File: src/rtl/led_seq_pkg.sv
// Shared types for the LED pattern sequencer: FSM state encoding and table entry layout.
package led_seq_pkg;

  localparam int unsigned LedWidthDef   = 8;
  localparam int unsigned DwellWidthDef = 16;

  typedef enum logic [1:0] {
    S_IDLE,
    S_FETCH,
    S_SHOW
  } state_e;

  // Layout of one table word; the RAM stores {pattern, dwell} in this order.
  typedef struct packed {
    logic [LedWidthDef-1:0]   pattern;
    logic [DwellWidthDef-1:0] dwell;
  } entry_t;

endpackage

File: src/rtl/led_pattern_sequencer_if.sv
// Config, control and status signals of the LED pattern sequencer.
interface led_pattern_sequencer_if #(
  parameter int unsigned LED_WIDTH   = 8,
  parameter int unsigned DEPTH       = 16,
  parameter int unsigned DWELL_WIDTH = 16
);
  localparam int unsigned AddrWidth = $clog2(DEPTH);

  logic                   cfg_wr_en;
  logic [AddrWidth-1:0]   cfg_wr_addr;
  logic [LED_WIDTH-1:0]   cfg_wr_pattern;
  logic [DWELL_WIDTH-1:0] cfg_wr_dwell;
  logic                   ctrl_start;
  logic                   ctrl_stop;
  logic                   ctrl_loop;
  logic [AddrWidth:0]     ctrl_length;
  logic [LED_WIDTH-1:0]   led_out;
  logic                   busy;
  logic                   done;
  logic [AddrWidth-1:0]   cur_index;

  modport master (
    output cfg_wr_en, cfg_wr_addr, cfg_wr_pattern, cfg_wr_dwell,
    output ctrl_start, ctrl_stop, ctrl_loop, ctrl_length,
    input  led_out, busy, done, cur_index
  );

  modport slave (
    input  cfg_wr_en, cfg_wr_addr, cfg_wr_pattern, cfg_wr_dwell,
    input  ctrl_start, ctrl_stop, ctrl_loop, ctrl_length,
    output led_out, busy, done, cur_index
  );

endinterface

File: src/rtl/led_seq_pattern_ram.sv
// Pattern table: simple dual-port RAM, one write port and one synchronous read-first read port.
module led_seq_pattern_ram #(
  parameter int unsigned DEPTH = 16,
  parameter int unsigned WIDTH = 24
) (
  input  logic                     clk_i,
  input  logic                     wr_en_i,
  input  logic [$clog2(DEPTH)-1:0] wr_addr_i,
  input  logic [WIDTH-1:0]         wr_data_i,
  input  logic                     rd_en_i,
  input  logic [$clog2(DEPTH)-1:0] rd_addr_i,
  output logic [WIDTH-1:0]         rd_data_o
);

  logic [WIDTH-1:0] mem_q [DEPTH];
  logic [WIDTH-1:0] rd_data_q;

  // Non-blocking update gives old data on a same-edge read/write of one address.
  always_ff @(posedge clk_i) begin
    if (wr_en_i) mem_q[wr_addr_i] <= wr_data_i;
    if (rd_en_i) rd_data_q <= mem_q[rd_addr_i];
  end

  assign rd_data_o = rd_data_q;

endmodule

File: src/rtl/led_pattern_sequencer.sv
// Steps through a table of {pattern, dwell} entries, one-shot or looping, driving led_out.
module led_pattern_sequencer
  import led_seq_pkg::*;
#(
  parameter int unsigned LED_WIDTH   = LedWidthDef,
  parameter int unsigned DEPTH       = 16,
  parameter int unsigned DWELL_WIDTH = DwellWidthDef,
  parameter int unsigned PRESCALE    = 100000
) (
  input  logic                  ACLK,
  input  logic                  ARESET,
  led_pattern_sequencer_if.slave bus
);

  localparam int unsigned AddrWidth  = $clog2(DEPTH);
  localparam int unsigned LenWidth   = AddrWidth + 1;
  localparam int unsigned PresWidth  = $clog2(PRESCALE + 1);
  localparam int unsigned EntryWidth = LED_WIDTH + DWELL_WIDTH;
  localparam logic [PresWidth-1:0] PresReload = PresWidth'(PRESCALE - 1);
  localparam logic [LenWidth-1:0]  DepthLen   = LenWidth'(DEPTH);

  state_e                 state_q, state_d;
  logic [AddrWidth-1:0]   index_q, index_d;
  logic [AddrWidth-1:0]   cur_index_q, cur_index_d;
  logic [LenWidth-1:0]    len_q, len_d;
  logic                   loop_q, loop_d;
  logic                   done_q, done_d;
  logic [DWELL_WIDTH-1:0] dwell_q, dwell_d;
  logic [PresWidth-1:0]   pres_q, pres_d;
  logic [LED_WIDTH-1:0]   led_q, led_d;

  logic                   rd_en;
  logic [EntryWidth-1:0]  rd_data;
  logic [LED_WIDTH-1:0]   rd_pattern;
  logic [DWELL_WIDTH-1:0] rd_dwell;
  logic                   last_entry;

  // Read is issued on the edge entering FETCH so the word is ready when FETCH ends.
  led_seq_pattern_ram #(
    .DEPTH(DEPTH),
    .WIDTH(EntryWidth)
  ) u_ram (
    .clk_i    (ACLK),
    .wr_en_i  (bus.cfg_wr_en),
    .wr_addr_i(bus.cfg_wr_addr),
    .wr_data_i({bus.cfg_wr_pattern, bus.cfg_wr_dwell}),
    .rd_en_i  (rd_en),
    .rd_addr_i(index_d),
    .rd_data_o(rd_data)
  );

  assign {rd_pattern, rd_dwell} = rd_data;
  assign last_entry = ({1'b0, index_q} == (len_q - LenWidth'(1)));

  always_comb begin
    state_d     = state_q;
    index_d     = index_q;
    cur_index_d = cur_index_q;
    len_d       = len_q;
    loop_d      = loop_q;
    done_d      = 1'b0;
    dwell_d     = dwell_q;
    pres_d      = pres_q;
    led_d       = led_q;

    unique case (state_q)
      S_IDLE: begin
        if (bus.ctrl_start && !bus.ctrl_stop && (bus.ctrl_length != '0)) begin
          len_d   = (bus.ctrl_length > DepthLen) ? DepthLen : bus.ctrl_length;
          loop_d  = bus.ctrl_loop;
          index_d = '0;
          state_d = S_FETCH;
        end
      end
      S_FETCH: begin
        if (bus.ctrl_stop) begin
          state_d = S_IDLE;
        end else begin
          led_d       = rd_pattern;
          dwell_d     = rd_dwell;
          pres_d      = PresReload;
          cur_index_d = index_q;
          state_d     = S_SHOW;
        end
      end
      S_SHOW: begin
        if (bus.ctrl_stop) begin
          state_d = S_IDLE;
        end else if (pres_q != '0) begin
          pres_d = pres_q - PresWidth'(1);
        end else begin
          pres_d = PresReload;
          if (dwell_q != '0) begin
            dwell_d = dwell_q - DWELL_WIDTH'(1);
          end else if (!last_entry) begin
            index_d = index_q + AddrWidth'(1);
            state_d = S_FETCH;
          end else if (loop_q) begin
            index_d = '0;
            state_d = S_FETCH;
          end else begin
            done_d  = 1'b1;
            state_d = S_IDLE;
          end
        end
      end
      default: state_d = S_IDLE;
    endcase

    rd_en = (state_d == S_FETCH);
  end

  always_ff @(posedge ACLK) begin
    if (ARESET) begin
      state_q     <= S_IDLE;
      index_q     <= '0;
      cur_index_q <= '0;
      len_q       <= '0;
      loop_q      <= 1'b0;
      done_q      <= 1'b0;
      dwell_q     <= '0;
      pres_q      <= '0;
      led_q       <= '0;
    end else begin
      state_q     <= state_d;
      index_q     <= index_d;
      cur_index_q <= cur_index_d;
      len_q       <= len_d;
      loop_q      <= loop_d;
      done_q      <= done_d;
      dwell_q     <= dwell_d;
      pres_q      <= pres_d;
      led_q       <= led_d;
    end
  end

  assign bus.led_out   = led_q;
  assign bus.busy      = (state_q != S_IDLE);
  assign bus.done      = done_q;
  assign bus.cur_index = cur_index_q;

endmodule

File: src/flat_wrapper.sv
// flat-port wrapper written by rule: the top's interface ports become plain ports
module led_pattern_sequencer_flat import led_seq_pkg::*;
#(
  parameter int unsigned LED_WIDTH   = LedWidthDef,
  parameter int unsigned DEPTH       = 16,
  parameter int unsigned DWELL_WIDTH = DwellWidthDef,
  parameter int unsigned PRESCALE    = 100000
)
  (ACLK, ARESET, bus_cfg_wr_en, bus_cfg_wr_addr, bus_cfg_wr_pattern, bus_cfg_wr_dwell, bus_ctrl_start, bus_ctrl_stop, bus_ctrl_loop, bus_ctrl_length, bus_led_out, bus_busy, bus_done, bus_cur_index);
  led_pattern_sequencer_if #(.LED_WIDTH(LED_WIDTH), .DEPTH(DEPTH), .DWELL_WIDTH(DWELL_WIDTH)) bus_i ();
  input  logic ACLK;
  input  logic ARESET;
  input wire logic [$bits(bus_i.cfg_wr_en)-1:0] bus_cfg_wr_en;
  input wire logic [$bits(bus_i.cfg_wr_addr)-1:0] bus_cfg_wr_addr;
  input wire logic [$bits(bus_i.cfg_wr_pattern)-1:0] bus_cfg_wr_pattern;
  input wire logic [$bits(bus_i.cfg_wr_dwell)-1:0] bus_cfg_wr_dwell;
  input wire logic [$bits(bus_i.ctrl_start)-1:0] bus_ctrl_start;
  input wire logic [$bits(bus_i.ctrl_stop)-1:0] bus_ctrl_stop;
  input wire logic [$bits(bus_i.ctrl_loop)-1:0] bus_ctrl_loop;
  input wire logic [$bits(bus_i.ctrl_length)-1:0] bus_ctrl_length;
  output wire logic [$bits(bus_i.led_out)-1:0] bus_led_out;
  output wire logic [$bits(bus_i.busy)-1:0] bus_busy;
  output wire logic [$bits(bus_i.done)-1:0] bus_done;
  output wire logic [$bits(bus_i.cur_index)-1:0] bus_cur_index;
  assign bus_i.cfg_wr_en = bus_cfg_wr_en;
  assign bus_i.cfg_wr_addr = bus_cfg_wr_addr;
  assign bus_i.cfg_wr_pattern = bus_cfg_wr_pattern;
  assign bus_i.cfg_wr_dwell = bus_cfg_wr_dwell;
  assign bus_i.ctrl_start = bus_ctrl_start;
  assign bus_i.ctrl_stop = bus_ctrl_stop;
  assign bus_i.ctrl_loop = bus_ctrl_loop;
  assign bus_i.ctrl_length = bus_ctrl_length;
  assign bus_led_out = bus_i.led_out;
  assign bus_busy = bus_i.busy;
  assign bus_done = bus_i.done;
  assign bus_cur_index = bus_i.cur_index;
  led_pattern_sequencer #(.LED_WIDTH(LED_WIDTH), .DEPTH(DEPTH), .DWELL_WIDTH(DWELL_WIDTH), .PRESCALE(PRESCALE)) u_core (.ACLK(ACLK), .ARESET(ARESET), .bus(bus_i));
endmodule
File: config.mk
export PLATFORM = sky130hd
export DESIGN_NAME = led_pattern_sequencer_flat
export DESIGN_NICKNAME = d
export VERILOG_FILES = /design/src/rtl/led_seq_pkg.sv /design/src/rtl/led_pattern_sequencer_if.sv /design/src/rtl/led_seq_pattern_ram.sv /design/src/rtl/led_pattern_sequencer.sv /design/src/flat_wrapper.sv
export SDC_FILE = /design/constraint.sdc
export NUM_CORES = 1
export LEC_CHECK = 0
export BUFFER_PORTS_ARGS = -buffer_cell sky130_fd_sc_hd__buf_4
export CAP_MARGIN = 30
export CORE_ASPECT_RATIO = 1.4
export CORE_UTILIZATION = 43
export DETAILED_ROUTE_END_ITERATION = 6
export PLACE_DENSITY_LB_ADDON = 0.12
export SYNTH_ARGS = -nofsm -noshare
export SYNTH_HDL_FRONTEND = slang
export SYNTH_HIERARCHICAL = 1
export SYNTH_SLANG_ARGS = --single-unit
File: constraint.sdc
create_clock -name ACLK -period 4.7 [get_ports ACLK]
set_input_delay 0.705 -clock ACLK [delete_from_list [all_inputs] [get_ports ACLK]]
set_output_delay 0.705 -clock ACLK [all_outputs]
set_load 0.05 [all_outputs]
==> flow_metrics.env, run 1 <==
export IMPL_grt_first_pass_wirelength_um=63890
export IMPL_wl_um=42550
export IMPL_dieArea_mm2=0.04358
export IMPL_setup_viol=0
export IMPL_cts_buffers=46
export IMPL_synthToLayoutAreaGrowth_pct=15.31
export IMPL_path_clk_slew_ps=60
export IMPL_peakVddDrop_mv=0.2100
export IMPL_cts_path_max_buffers=3
export IMPL_cts_htree_levels=2
export IMPL_antenna_found_initial=0
export IMPL_fmax_mhz=246.3
export IMPL_place_congestion=0.7540
export IMPL_die_width_um=176.7
export IMPL_ys_types=61
export IMPL_layout_drive_gt1_share=0.2438
export IMPL_synth_nets=1089
export IMPL_die_h_um=246.6
export IMPL_synth_area_per_cell_um2=17.59
export IMPL_crit_path_max_fanout=32
export IMPL_min_period_ps=4060
export IMPL_synth_edf_count=408
export IMPL_pwr_density_cell_mw_per_mm2=403.4
export IMPL_start_kind="flop"
export IMPL_place_inst=1623
export IMPL_cts_setup_buffers=0
export IMPL_track_usage=0.2018
export IMPL_ys_warn_count=6
export IMPL_cp_data_arrival_time_ps=4350
export IMPL_design_core_area_mm2=0.04209
export IMPL_cap_violations=0
export IMPL_setup_worst_path_class="reg -> reg"
export IMPL_vias_per_cell=5.747
export IMPL_period_share=0.8638
export IMPL_final_nets=1169
export IMPL_ioPinCount=53
export IMPL_setup_ws_ps=640.4
export IMPL_fin_util=0.5034
export IMPL_rsz0062_at_grt="false"
export IMPL_route_detailed_drc=0
export IMPL_ys_flop_type="edfxtp_1"
export IMPL_ys_seq_elements=466
export IMPL_first_pass_iters=5
export IMPL_status="completed"
export IMPL_n_antenna_cell=0
export IMPL_hold_class="in -> reg"
export IMPL_fin_cells=1707
export IMPL_detail_route_wl_per_cell_um=24.93
export IMPL_hold_viol_final=0
export IMPL_vias=9810
export IMPL_clock_skew_final_ps=10.66
export IMPL_cts_tree="built"
export IMPL_rows=89
export IMPL_dpl_worst_slack_ps=632.0
export IMPL_synth_area_mm2=0.01838
export IMPL_initial_utilization=0.4366
export IMPL_io_buffers=52
export IMPL_clock_root_buffer="clkbuf_16"
export IMPL_cts_sinks=466
export IMPL_slew_violations=0
export IMPL_seq_area_frac_synth=0.7299
export IMPL_tns_ps=0
export IMPL_ant_nets=0
export IMPL_grt_ovfl_total=0
export IMPL_power_leakage_uw=0.006678
export IMPL_drt_iter0_markers=650
export IMPL_synthArstFlopShare=0
export IMPL_worstPathRequired_ps=4990
export IMPL_grt_max_degree=58
export IMPL_relSlewSlack=0.3619
export IMPL_crit_path_end_kind="flop"
export IMPL_netlist_instances=1045
export IMPL_grt_pass1_vias=9999
export IMPL_cts_hold_buffers=0
export IMPL_insertion_delay_ps=550
export IMPL_post_cts_resize_count=0
export IMPL_worst_slew_pin_slew_ps=954.9
export IMPL_hpwl_um=25490
## stage by stage
step	instance area (um2)	power [uW]	hold WS [ps]
final	21190	8548	393.1
after global routing	21190	8840	370.3
after CTS	21190	8651	364.1
after detailed placement	19770	5145	446.6
after global placement	19600	5132	444.4
after floorplan	18380	4956	433.5
## cell type report
class,count,area (um2)
inverters,14,52.55
fillers,3472,20900
clock buffers,56,1210
clock inverters,28,214.0
well taps,546,683.2
repair buffers,89,847.1
multi-input cells,508,4771
flip-flops and latches,466,13410
## layout by cell type, fill, tap and decap left out, drive strengths merged, types with 3 or more instances in the layout
master	Yosys	final
o21ai	9	9
a21oi	57	57
o211ai	3	3
nand4b	4	4
nand4	4	4
xor2	5	5
mux2i	3	3
o21a	4	4
nor3	18	18
nand3b	3	3
or4	4	4
nor4	11	11
inv	14	15
nand2	75	75
xnor2	5	5
a31oi	8	8
edfxtp	408	408
clkinvlp	0	4
nor2	53	53
o32ai	13	13
a311oi	4	4
ha	5	5
nand3	13	13
or3b	3	3
bufinv	0	3
nor3b	4	4
buf	20	89
a211oi	6	6
a22oi	51	51
nand2b	8	8
clkbuf	37	56
a221oi	4	4
mux4	96	96
or3	7	7
clkinv	0	20
dfxtp	58	58
nor2b	3	3
## cell families after synthesis
family,Yosys count,synth area share
compound gates,174,0.06557
xor+xnor,10,0.004766
fa+ha+maj,5,0.003404
buf+inv,71,0.01811
flops,466,0.7299
mux,99,0.1193
simple gates,220,0.05896
## where the power goes
part / internal [uW] / leakage (uW) / switching (uW)
combinational: 146 / 0.00182 / 269
sequential: 4600 / 0.00416 / 39.1
clock: 1990 / 0.000692 / 1500
total: 6740 / 0.00668 / 1810
## worst paths after layout
path                            slack (ps)  cells after the start                     from                         end
worst max-delay path                   640                     11        u_core/dwell_q[0]  u_core/u_ram/rd_data_o[18]
worst min-delay path                   390                      3            bus_ctrl_loop               u_core/loop_q
worst max register to register         640                     11        u_core/dwell_q[0]  u_core/u_ram/rd_data_o[18]
worst min register to register         450                      2  u_core/bus.cur_index[2]     u_core/bus.cur_index[2]
## per-layer routing
metal,up-vias,share of wire,track usage
met5,-,0,0
met4,0,0.017,0.05046
met3,56,0.034,0.02577
met2,193,0.54,0.3666
met1,5153,0.41,0.2526
li1,4408,-,-
## Yosys cell counts (2+ instances only)
master    count  area, um2
a211o_1       2      17.52
a211oi_1      5      37.54
a21oi_1      57      285.3
a221oi_1      4      35.03
a22oi_1      51      382.9
a311oi_1      4      35.03
a31oi_1       8      50.05
a41oi_1       2      17.52
and2_1        2      12.51
and3_1        2      12.51
buf_1         2      7.510
buf_2        11      55.05
buf_6         7      78.83
clkbuf_1     37      138.9
dfxtp_1      58       1161
edfxtp_1    408      12250
ha_1          5      62.56
inv_1        14      52.55
mux2i_1       3      30.03
mux4_2       96       2162
nand2_1      75      281.5
nand2b_1      8      50.05
nand3_1      13      65.06
nand3b_1      3      22.52
nand4_1       4      25.02
nand4b_1      4      35.03
nor2_1       53      198.9
nor2b_1       3      18.77
nor3_1       18      90.09
nor3b_1       4      30.03
nor4_1        9      56.30
nor4b_1       2      17.52
o211ai_1      3      22.52
o21a_1        4      30.03
o21ai_0       8      40.04
o32ai_1      13      113.9
or2_2         2      12.51
or3_1         7      43.79
or3b_2        2      17.52
or4_1         3      22.52
xnor2_1       5      43.79
xor2_1        5      43.79
## critical path: stages (launching register included)
cell	delay, ps
dfxtp_1	340
inv_1	80
ha_1	190
or3b_1	450
or4_4	610
nor4_4	320
a21oi_1	180
a31oi_4	400
buf_12	330
mux4_2	540
a22oi_1	260
nand2_1	80
## flip-flops by register name (all words and copies together) (netlist names), 4 cells and up
name,flops
u_core/bus.cur_index,4
u_core/u_ram/mem_q,384
u_core/len_q,5
u_core/dwell_q,16
u_core/index_q,4
u_core/u_ram/rd_data_o,24
u_core/bus.led_out,8
u_core/pres_q,17
Power figures use the tool's default switching activity.
==> inputs of run 2 (changes only) <==
- ABC_AREA: unset -> 1
==> run 2 against run 1 <==
  * Worst hold slack improved by 38 ps
  * Cell area is 10% higher
  * Flip-flop and latch count is the same
  * Wire length up 23%
  * Via count rose by 42%
  * Synthesized cell count is 100% higher
==> flow_metrics.env, run 2 <==
export IMPL_relSlewSlack=0.3224
export IMPL_power_leakage_uw=0.009809
export IMPL_synth_adder_area_share=0.003024
export IMPL_synth_mux_area_frac=0.001451
export IMPL_setup_worst_path_class="reg -> reg"
export IMPL_layout_common_cells="nand2_1, edfxtp_1, inv_1"
export IMPL_slowest_delay_ps=770
export IMPL_synth_area_per_cell_um2=9.838
export IMPL_track_usage=0.2170
export IMPL_ant_nets=0
export IMPL_ys_warn_count=6
export IMPL_cts_hold_buffers=0
export IMPL_crit_path_max_fanout=50
export IMPL_fmax_mhz=272.2
export IMPL_grt_first_pass_wirelength_um=80130
export IMPL_busiest_layer="met2"
export IMPL_cts_setup_buffers=0
export IMPL_clock_skew_final_ps=9.298
export IMPL_hold_start="bus_cfg_wr_dwell[14]"
export IMPL_crit_top_cell="nand2_1"
export IMPL_peakVddDrop_mv=0.2724
export IMPL_cts_sinks=466
export IMPL_first_pass_iters=7
export IMPL_ys_flop_type="edfxtp_1"
export IMPL_detail_route_wl_per_cell_um=18.73
export IMPL_slew_violations=0
export IMPL_pwr_density_cell_mw_per_mm2=378.8
export IMPL_period_share=0.7816
export IMPL_start_kind="flop"
export IMPL_r2r_slack_ps=1030
export IMPL_design_core_area_mm2=0.04728
export IMPL_synthArstFlopShare=0
export IMPL_final_nets=2189
export IMPL_synth_area_leaders="edfxtp_1, nand2_1, nand3_1"
export IMPL_synth_compound_area_share=0.02673
export IMPL_worst_slew_pin_slew_ps=1016
export IMPL_synthToLayoutAreaGrowth_pct=12.89
export IMPL_synth_xor_area_frac=0.006774
export IMPL_synth_top_cell_by_area="edfxtp_1"
export IMPL_hold_end="u_core/u_ram/mem_q[5][14]"
export IMPL_die_width_um=187.4
export IMPL_hold_depth=1
export IMPL_yosysMostFrequentCell="nand2_1"
export IMPL_slowest_stage="inv_2"
export IMPL_cap_violations=0
export IMPL_netlist_instances=2103
export IMPL_vias_per_cell=4.980
export IMPL_synth_top_family_by_area="simple AND/OR/NAND/NOR gates"
export IMPL_wl_um=52480
export IMPL_cp_data_arrival_time_ps=4110
export IMPL_final_common_cell="nand2_1"
export IMPL_clock_root_buffer="clkbuf_16"
export IMPL_cts_buffers=47
export IMPL_cts_htree_levels=2
export IMPL_synth_nets=2147
export IMPL_place_congestion=0.7872
export IMPL_n_antenna_cell=0
export IMPL_vias=13955
export IMPL_synthSimpleGateAreaFrac=0.2238
export IMPL_cp_cell_sequence="inv_1, ha_1, inv_1, nand2_1, nand2_1, nor2_1, nand2_1, nor2_1, nand2_1, nand4_1, nand3_4, inv_2, buf_12, nand3_1, nand3_1, nand3_1, nand2_1"
export IMPL_die_h_um=261.5
export IMPL_seq_area_frac_synth=0.6483
export IMPL_io_buffers=52
export IMPL_crit_path_end_kind="flop"
export IMPL_synthTopCellsByCount="nand2_1, edfxtp_1, inv_1"
export IMPL_largest_register_ffs=384
export IMPL_worstPathRequired_ps=5130
export IMPL_route_detailed_drc=0
export IMPL_dieArea_mm2=0.04901
export IMPL_rows=94
export IMPL_setup_viol=0
export IMPL_top_register="u_core/u_ram/mem_q"
export IMPL_hold_class="in -> reg"
export IMPL_synth_edf_count=408
export IMPL_hpwl_um=29410
export IMPL_ys_types=42
export IMPL_cts_tree="built"
export IMPL_status="completed"
export IMPL_post_cts_resize_count=0
export IMPL_timing_rr_end="u_core/u_ram/rd_data_o[9]"
export IMPL_tns_ps=0
export IMPL_ff2ff_path_depth=17
export IMPL_fin_cells=2802
export IMPL_grt_pass1_vias=13417
export IMPL_synth_area_mm2=0.02069
export IMPL_place_inst=2720
export IMPL_drt_iter0_markers=1037
export IMPL_rsz0062_at_grt="false"
export IMPL_path_clk_slew_ps=60
export IMPL_met1_usage=0.2653
export IMPL_grt_max_degree=193
export IMPL_ys_seq_elements=466
export IMPL_min_period_ps=3673
export IMPL_yosys_area_top_type_share=0.5922
export IMPL_initial_utilization=0.4376
export IMPL_layout_drive_gt1_share=0.1084
export IMPL_gr_usage_met2=0.3966
export IMPL_insertion_delay_ps=570
export IMPL_grtUsageMet3=0.02975
export IMPL_antenna_found_initial=1
export IMPL_ioPinCount=53
export IMPL_r2r_start="u_core/len_q[0]"
export IMPL_hold_viol_final=0
export IMPL_cts_path_max_buffers=3
export IMPL_grt_ovfl_total=0
## run 2: changes by cell type after synthesis, sizes merged, moves of 16 or more
cell    change
clkbuf     -16
buf        +53
nor2       +24
a22oi      -51
nand2     +563
o21ai      +31
nand3     +314
mux4       -96
inv       +348
## run 2: how the worst max path moves through the flow
stage                      startpoint                          to  slack, ps  cells past startpoint
finish                u_core/len_q[0]   u_core/u_ram/rd_data_o[9]       1030                     17
global route          u_core/len_q[0]   u_core/u_ram/rd_data_o[6]        700                     17
CTS                 u_core/state_q[1]   u_core/u_ram/rd_data_o[9]       1060                     14
detailed placement  u_core/state_q[1]   u_core/u_ram/rd_data_o[9]       1080                     14
global placement    u_core/state_q[1]   u_core/u_ram/rd_data_o[2]       1180                     14
floorplan           u_core/dwell_q[0]  u_core/u_ram/rd_data_o[10]       2210                     17
## run 2: through the flow
stage / setup WS (ps) / cell area (um2) / power, uW / util / hold slack [ps]
floorplan: 2212 / 20690 / 5035 / - / 430.0
global placement: 1179 / 21780 / 5213 / 0.4607 / 438.6
detailed placement: 1078 / 21850 / 5226 / 0.4622 / 437.8
CTS: 1059 / 23350 / 8930 / 0.4940 / 408.6
global route: 696.8 / 23350 / 9138 / 0.4940 / 429.4
finish: 1027 / 23350 / 8847 / 0.4940 / 430.9
## run 2: kinds of logic after synthesis
family                   Yosys count
multiplexers                       3
AO/OA/AOI/OAI                     96
XOR/XNOR                          16
flip-flops                       466
adder cells (fa/ha/maj)            5
AND/OR/NAND/NOR                 1061
buffers and inverters            456
## run 2: critical path, delay by kind of cell, from the launching register on
family	cells	cell delay, ps
simple gates	12	1570
buf+inv	4	1240
flops	1	370
fa+ha+maj	1	300
## run 2: metal layers
metal	part of all wire	routed length, um
met1	0.42	21950
met2	0.51	26750
met3	0.046	2422
met4	0.025	1332
met5	0.00023	12
## run 2: cell type report
type	count	area [um2]
Multi-Input combinational cell	1181	5548
Clock buffer	55	1227
Tap cell	624	780.7
Sequential cell	466	13410
Fill cell	4388	23930
Inverter	362	1374
Clock inverter	27	276.5
Timing Repair Buffer	87	735.7
## run 2: power breakdown
| part | leakage (uW) | switching, uW | internal (uW) | total [uW] |
|---|---|---|---|---|
| registers | 0.00416 | 42.7 | 4600 | 4640 |
| clock network | 0.000739 | 1570 | 2140 | 3710 |
| logic | 0.00491 | 339 | 157 | 496 |
| total | 0.00981 | 1950 | 6890 | 8850 |
